### src/rtl/seg_pkg.sv
// Shared definitions for the seven-segment capture block.
//   - Segment patterns for digits 0..9, active-low, bit6 = a .. bit0 = g.
//   - Active-low digit enable values for each position plus the blank value.
//   - Position index type and small helpers that classify an enable value.
package seg_pkg;

   localparam logic [6:0] SegDig0 = 7'b0000001;
   localparam logic [6:0] SegDig1 = 7'b1001111;
   localparam logic [6:0] SegDig2 = 7'b0010010;
   localparam logic [6:0] SegDig3 = 7'b0000110;
   localparam logic [6:0] SegDig4 = 7'b1001100;
   localparam logic [6:0] SegDig5 = 7'b0100100;
   localparam logic [6:0] SegDig6 = 7'b0100000;
   localparam logic [6:0] SegDig7 = 7'b0001111;
   localparam logic [6:0] SegDig8 = 7'b0000000;
   localparam logic [6:0] SegDig9 = 7'b0000100;

   localparam logic [3:0] EnBlank = 4'b1111;
   // The leftmost enable bit drives position a.
   localparam logic [3:0] EnPosA  = 4'b0111;
   localparam logic [3:0] EnPosB  = 4'b1011;
   localparam logic [3:0] EnPosC  = 4'b1101;
   localparam logic [3:0] EnPosD  = 4'b1110;

   typedef enum logic [1:0] {
      PosA = 2'd0,
      PosB = 2'd1,
      PosC = 2'd2,
      PosD = 2'd3
   } pos_e;

   // True when exactly one position is enabled.
   function automatic logic en_onehot_low(input logic [3:0] en);
      return (en == EnPosA) || (en == EnPosB) || (en == EnPosC) || (en == EnPosD);
   endfunction

   // Position selected by a one-hot-low enable; other values map to PosA and
   // must be qualified with en_onehot_low().
   function automatic pos_e en_to_pos(input logic [3:0] en);
      pos_e pos;
      case (en)
         EnPosB:  pos = PosB;
         EnPosC:  pos = PosC;
         EnPosD:  pos = PosD;
         default: pos = PosA;
      endcase
      return pos;
   endfunction

endpackage

### src/rtl/seg7_decode.sv
// Combinational seven-segment pattern decoder.
//   seg_i   [6:0] : segment pattern, active-low, bit6 = a .. bit0 = g
//   digit_o [3:0] : decoded digit 0..9, 4'hF when the pattern is not a digit
//   err_o         : 1 when the pattern is not one of the ten digit patterns
module seg7_decode
   import seg_pkg::*;
(
   input  logic [6:0] seg_i,
   output logic [3:0] digit_o,
   output logic       err_o
);

   always_comb begin
      digit_o = 4'hF;
      err_o   = 1'b0;
      case (seg_i)
         SegDig0: digit_o = 4'd0;
         SegDig1: digit_o = 4'd1;
         SegDig2: digit_o = 4'd2;
         SegDig3: digit_o = 4'd3;
         SegDig4: digit_o = 4'd4;
         SegDig5: digit_o = 4'd5;
         SegDig6: digit_o = 4'd6;
         SegDig7: digit_o = 4'd7;
         SegDig8: digit_o = 4'd8;
         SegDig9: digit_o = 4'd9;
         default: err_o   = 1'b1;
      endcase
   end

endmodule

### src/rtl/seg_capture.sv
// Captures a multiplexed four-digit seven-segment display into per-position
// digits and publishes a frame once every lit position has been seen.
//   clk, rst          : clock, synchronous active-high reset
//   a_to_g [7:0]      : segments, active-low, bit7 = dp, bits6..0 = a..g
//   en [3:0]          : digit enables, active-low, 0111 = a .. 1110 = d
//   a, b, c, d [3:0]  : decoded digit per position in the last published frame
//   dd [3:0]          : decimal point per position (bit0 = a), 1 = lit
//   present [3:0]     : positions seen lit in the last frame (bit0 = a)
//   seg_err [3:0]     : positions that carried an undecodable pattern
//   frame_valid       : one-cycle pulse when the frame outputs update
// Build option: define SEG_CAPTURE_DP_EN to capture the decimal point (bit7)
// into dd and include it in the stability compare; otherwise dd stays 0.
module seg_capture
   import seg_pkg::*;
#(
   parameter int unsigned STABLE_CYCLES  = 4,
   parameter int unsigned TIMEOUT_CYCLES = 1 << 20
) (
   input  logic       clk,
   input  logic       rst,
   input  logic [7:0] a_to_g,
   input  logic [3:0] en,
   output logic [3:0] a,
   output logic [3:0] b,
   output logic [3:0] c,
   output logic [3:0] d,
   output logic [3:0] dd,
   output logic [3:0] present,
   output logic [3:0] seg_err,
   output logic       frame_valid
);

   // Counter saturates one above STABLE_CYCLES so a long run accepts only once.
   localparam int unsigned CntW  = $clog2(STABLE_CYCLES + 2);
   localparam int unsigned IdleW = $clog2(TIMEOUT_CYCLES + 1);

   logic [7:0]       seg_q;
   logic [3:0]       en_q;
   logic [11:0]      key, key_q;
   logic [CntW-1:0]  cnt_q, cnt_now;
   logic [IdleW-1:0] idle_q, idle_d;
   logic             accept, timeout, publish;
   pos_e             pos;
   logic [3:0]       dec_digit;
   logic             dec_err;
   logic             dp_lit;

   logic [3:0][3:0]  work_digit_q, work_digit_d;
   logic [3:0]       work_dp_q, work_dp_d;
   logic [3:0]       work_err_q, work_err_d;
   logic [3:0]       seen_q, seen_d;
   logic [3:0][3:0]  out_digit_q, out_digit_d;
   logic [3:0]       out_dp_q, out_dp_d;
   logic [3:0]       out_err_q, out_err_d;
   logic [3:0]       present_q, present_d;
   logic             fv_q, fv_d;

`ifdef SEG_CAPTURE_DP_EN
   assign key    = {en_q, seg_q};
   assign dp_lit = ~seg_q[7];
`else
   logic unused_dp;
   assign unused_dp = seg_q[7];
   assign key       = {en_q, 1'b0, seg_q[6:0]};
   assign dp_lit    = 1'b0;
`endif

   seg7_decode u_decode (
      .seg_i   (seg_q[6:0]),
      .digit_o (dec_digit),
      .err_o   (dec_err)
   );

   // Length of the current run of identical samples, including this cycle.
   always_comb begin
      if (key != key_q) begin
         cnt_now = CntW'(1);
      end else if (cnt_q > CntW'(STABLE_CYCLES)) begin
         cnt_now = cnt_q;
      end else begin
         cnt_now = cnt_q + CntW'(1);
      end
   end

   assign pos     = en_to_pos(en_q);
   assign accept  = en_onehot_low(en_q) && (cnt_now == CntW'(STABLE_CYCLES));
   // An acceptance counts as activity, so a coinciding timeout is dropped.
   assign timeout = !accept && (idle_q == IdleW'(TIMEOUT_CYCLES - 1));
   assign publish = (accept && seen_q[pos]) || timeout;

   always_comb begin
      if (accept) begin
         idle_d = '0;
      end else if (idle_q == IdleW'(TIMEOUT_CYCLES)) begin
         idle_d = idle_q;  // hold after one timeout until the next acceptance
      end else begin
         idle_d = idle_q + IdleW'(1);
      end
   end

   always_comb begin
      work_digit_d = work_digit_q;
      work_dp_d    = work_dp_q;
      work_err_d   = work_err_q;
      seen_d       = seen_q;
      out_digit_d  = out_digit_q;
      out_dp_d     = out_dp_q;
      out_err_d    = out_err_q;
      present_d    = present_q;
      fv_d         = 1'b0;

      // Publish before recording so a repeated position starts the new frame.
      if (publish) begin
         for (int p = 0; p < 4; p++) begin
            if (seen_q[p]) begin
               out_digit_d[p] = work_digit_q[p];
               out_dp_d[p]    = work_dp_q[p];
               out_err_d[p]   = work_err_q[p];
            end
         end
         present_d = seen_q;
         fv_d      = 1'b1;
         seen_d    = '0;
      end

      if (accept) begin
         work_digit_d[pos] = dec_digit;
         work_dp_d[pos]    = dp_lit;
         work_err_d[pos]   = dec_err;
         seen_d[pos]       = 1'b1;
      end
   end

   always_ff @(posedge clk) begin
      if (rst) begin
         seg_q        <= '0;
         en_q         <= '0;
         key_q        <= '0;
         cnt_q        <= '0;
         idle_q       <= '0;
         work_digit_q <= '0;
         work_dp_q    <= '0;
         work_err_q   <= '0;
         seen_q       <= '0;
         out_digit_q  <= '0;
         out_dp_q     <= '0;
         out_err_q    <= '0;
         present_q    <= '0;
         fv_q         <= 1'b0;
      end else begin
         seg_q        <= a_to_g;
         en_q         <= en;
         key_q        <= key;
         cnt_q        <= cnt_now;
         idle_q       <= idle_d;
         work_digit_q <= work_digit_d;
         work_dp_q    <= work_dp_d;
         work_err_q   <= work_err_d;
         seen_q       <= seen_d;
         out_digit_q  <= out_digit_d;
         out_dp_q     <= out_dp_d;
         out_err_q    <= out_err_d;
         present_q    <= present_d;
         fv_q         <= fv_d;
      end
   end

   assign a           = out_digit_q[0];
   assign b           = out_digit_q[1];
   assign c           = out_digit_q[2];
   assign d           = out_digit_q[3];
   assign dd          = out_dp_q;
   assign present     = present_q;
   assign seg_err     = out_err_q;
   assign frame_valid = fv_q;

endmodule
### config.mk
export PLATFORM = sky130hd
export DESIGN_NAME = seg_capture
export DESIGN_NICKNAME = d
export VERILOG_FILES = /design/src/rtl/seg_pkg.sv /design/src/rtl/seg7_decode.sv /design/src/rtl/seg_capture.sv
export SDC_FILE = /design/constraint.sdc
export NUM_CORES = 1
export LEC_CHECK = 0
export ABC_CLOCK_PERIOD_IN_PS = 2200
export CAP_MARGIN = 20
export CELL_PAD_IN_SITES_DETAIL_PLACEMENT = 0
export CELL_PAD_IN_SITES_GLOBAL_PLACEMENT = 1
export CORE_MARGIN = 2
export CORE_UTILIZATION = 39
export DETAILED_ROUTE_END_ITERATION = 12
export HOLD_SLACK_MARGIN = 0.02
export PLACE_DENSITY = 0.8
export SYNTH_ARGS = -nofsm -noshare
export SYNTH_HDL_FRONTEND = slang
export SYNTH_SLANG_ARGS = --single-unit
### constraint.sdc
create_clock -name clk -period 2.2 [get_ports clk]
set_input_delay 0.55 -clock clk [delete_from_list [all_inputs] [get_ports clk]]
set_output_delay 0.55 -clock clk [all_outputs]
set_load 0.01 [all_outputs]
==> out/summary.txt <==
number of enable flip-flop cells after synthesis: 0
Pwr per Cell Area: 661 mW/mm^2
synthesized area per cell: 9.13 sq um
routed vias/inst: 5.02
total CTS buffers: 9
Least-Margin Pin Slew: 502 ps
Initial Util: 0.396
core area: 0.0113 sq mm
Synth warnings: 0
Critical R2R Launch: cnt_q[0]$_SDFF_PP0_
Post-Route WL: 9.31 mm
GRT Util Overall: 0.159
filler cell count: 1,082
detailed-route DRC error count: 0
CTS max path bufs: 2
Worst setup SP type: flop
Max Slew Vio Count: 0
hold depth: 2
P&R area growth vs syn: 25.6%
ys flop type: dfxtp_1
minimum clock period: 2140 ps
crit-path max cell delay: 390 ps
Crit. End Element: flop
area leader, netlist: dfxtp_1
clk_lat worst skew: 350 ps
hold buffer count at CTS: 0
endpoints failing setup: 0
first-pass GRT wire length: 16.0 mm
post-route ant nets: 0
layout cells sized above 1: 0.145
Crit Path Class: reg2reg
crit path DAT: 2420 ps
leakage: 2.12 nW
total power: 3.71 mW
vias in the first global route: 3,420
die extent in y: 111 um
port buffer count: 41
ANT cells: 0
Slew headroom: 0.665
Synth area leaders: dfxtp_1, mux2i_1, nand2_1
gate count of the mapped netlist: 489
Buf+Inv Stages, Crit Path: 1
sequential fraction of the synthesis area: 0.462
Final GP Congestion: 0.823
DR vias: 3,522
clock root buffer: clkbuf_16
Crit Path Max Fanout: 5
Max Cap Violations: 0
Placed Cells: 677
RSZ-0062 raised after global routing: yes
fin cells: 701
crit path cell chain: inv_2 -> ha_4 -> and2b_2 -> xnor2_2 -> and4_4 -> and3_4 -> mux2i_4 -> mux2i_1
Die Width: 111 um
Final Util: 0.498
Hold Crit Class: reg2reg
Seq cells post-synth: 103
DIE AREA: 0.0123 sq mm
CP top delay family: simple AND/OR/NAND/NOR gates
WHS Endpoint: work_dp_q[3]$_SDFFE_PP0P_
Hold Startpoint: work_dp_q[3]$_SDFFE_PP0P_
count leader, synth: dfxtp_1
Async S/R FF share, synth: 0
Clock Skew: 7.23 ps
top-area cell type share of the netlist area: 0.462
R2R Setup Slk: 60 ps
CTS clk-pin slew, worst paths: 70 ps
period utilisation layout: 0.974
Initial DRT Pass Iterations: 4
IO Pins: 43
HPWL Detailed: 6.47 mm
Post-synth top cells: dfxtp_1, nand2_1, nor2_1
row cnt: 39
Initial DRC Count: 214
Unique masters post-synth: 49
VDD IR max: 0.000451 V
largest net degree at the start of global routing: 22
Synth Net Count: 507
fmax: 467 MHz
FF-to-FF End: a[1]$_SDFFE_PP0P_
Final nets: 571
overflow left after global routing: 0
Fin. Hold Viols: 0
Required @ worst endpoint: 2480 ps
DR WL/cell: 13.3 um
antenna violations before repair: 0
CP max-delay cell: mux2i_4
Synth Cell Area: 0.00446 sq mm
status: completed
TritonCTS clock tree: built
r2r worst-path depth: 8
clk sinks: 103
H-Tree Depth: 3
-- cell families after synthesis --
| family | share of synthesized area |
|---|---|
| adders and majority gates | 0.0112 |
| AOI/OAI and AO/OA | 0.0533 |
| xor gates and xnor gates | 0.0628 |
| muxes | 0.126 |
| and+or+nand+nor | 0.249 |
| DFF | 0.462 |
| buffers and inverters | 0.0364 |
-- tightest hold or removal path: cells and delay by family, from the launching register on --
family | cells | cell delay, ps
and+or+nand+nor | 2 | 110
DFF | 1 | 310
-- layout by cell type (no fill, tap or decap), types with 9 or more instances in the layout --
master	n
nand3_1	20
xor2_1	25
clkbuf_16	9
clkdlybuf4s50_1	41
nand2_1	79
nor2b_1	25
dfxtp_1	101
o21ai_1	10
mux2i_1	42
nor2_1	53
buf_4	33
-- through the flow --
step,setup slack (ps),TNS [ps],hold WS [ps],area (sq um)
after floorplan,14.0,0,417,4460
after global placement,-34.9,-214,428,5190
after detailed placement,-91.5,-941,444,5190
after CTS,2.88,0,456,5570
after global routing,-56.2,-436,471,5610
final,58.1,0,450,5610
-- flip-flops by register name (all words and copies together) (netlist names), 7 cells and up --
name	flops
idle_q	21
key_q	11
work_digit_q	16
seg_q	7
-- area by class of cell --
type                    instances  area (sq um)  share of cell area
multi-input cells             353          2280               0.407
flip-flops and latches        103          2060               0.368
repair buffers                 80           769               0.137
clock buffers                  10           239              0.0426
well taps                     143           179              0.0319
clock inverters                 6          51.3             0.00915
inverters                       6          22.5             0.00402
-- layer usage --
metal | GRT usage | vias to the layer above | part of all wire
li1 | - | 1778 | -
met1 | 0.195 | 1658 | 0.45
met2 | 0.275 | 69 | 0.50
met3 | 0.0366 | 17 | 0.041
met4 | 0.0533 | 0 | 0.015
met5 | 0 | - | 0
-- repair_timing --
item                       4_1_cts  5_1_grt
pin swaps                        4        3
gates cloned                     1        0
resized for setup                6        7
buffers inserted                 6        1
hold endpoints to repair         0        0
setup endpoints to repair       22       61
-- worst max path at each step --
stage                     slack [ps]  depth (start not counted)                 to                 from
after global placement           -30                          8  b[0]$_SDFFE_PP0P_  cnt_q[0]$_SDFF_PP0_
after floorplan                   10                         10  d[0]$_SDFFE_PP0P_  cnt_q[1]$_SDFF_PP0_
after global routing             -60                          9  b[0]$_SDFFE_PP0P_  cnt_q[0]$_SDFF_PP0_
final                             60                          8  a[1]$_SDFFE_PP0P_  cnt_q[0]$_SDFF_PP0_
after CTS                          3                          8  a[1]$_SDFFE_PP0P_  cnt_q[1]$_SDFF_PP0_
after detailed placement         -90                          8  b[0]$_SDFFE_PP0P_  cnt_q[0]$_SDFF_PP0_
-- where the power goes --
| group | internal (mW) | switching, mW |
|---|---|---|
| registers | 1.89 | 0.0206 |
| clock network | 0.817 | 0.749 |
| logic | 0.107 | 0.128 |
| total | 2.81 | 0.898 |
No activity file was read; power rests on OpenSTA's default activity.
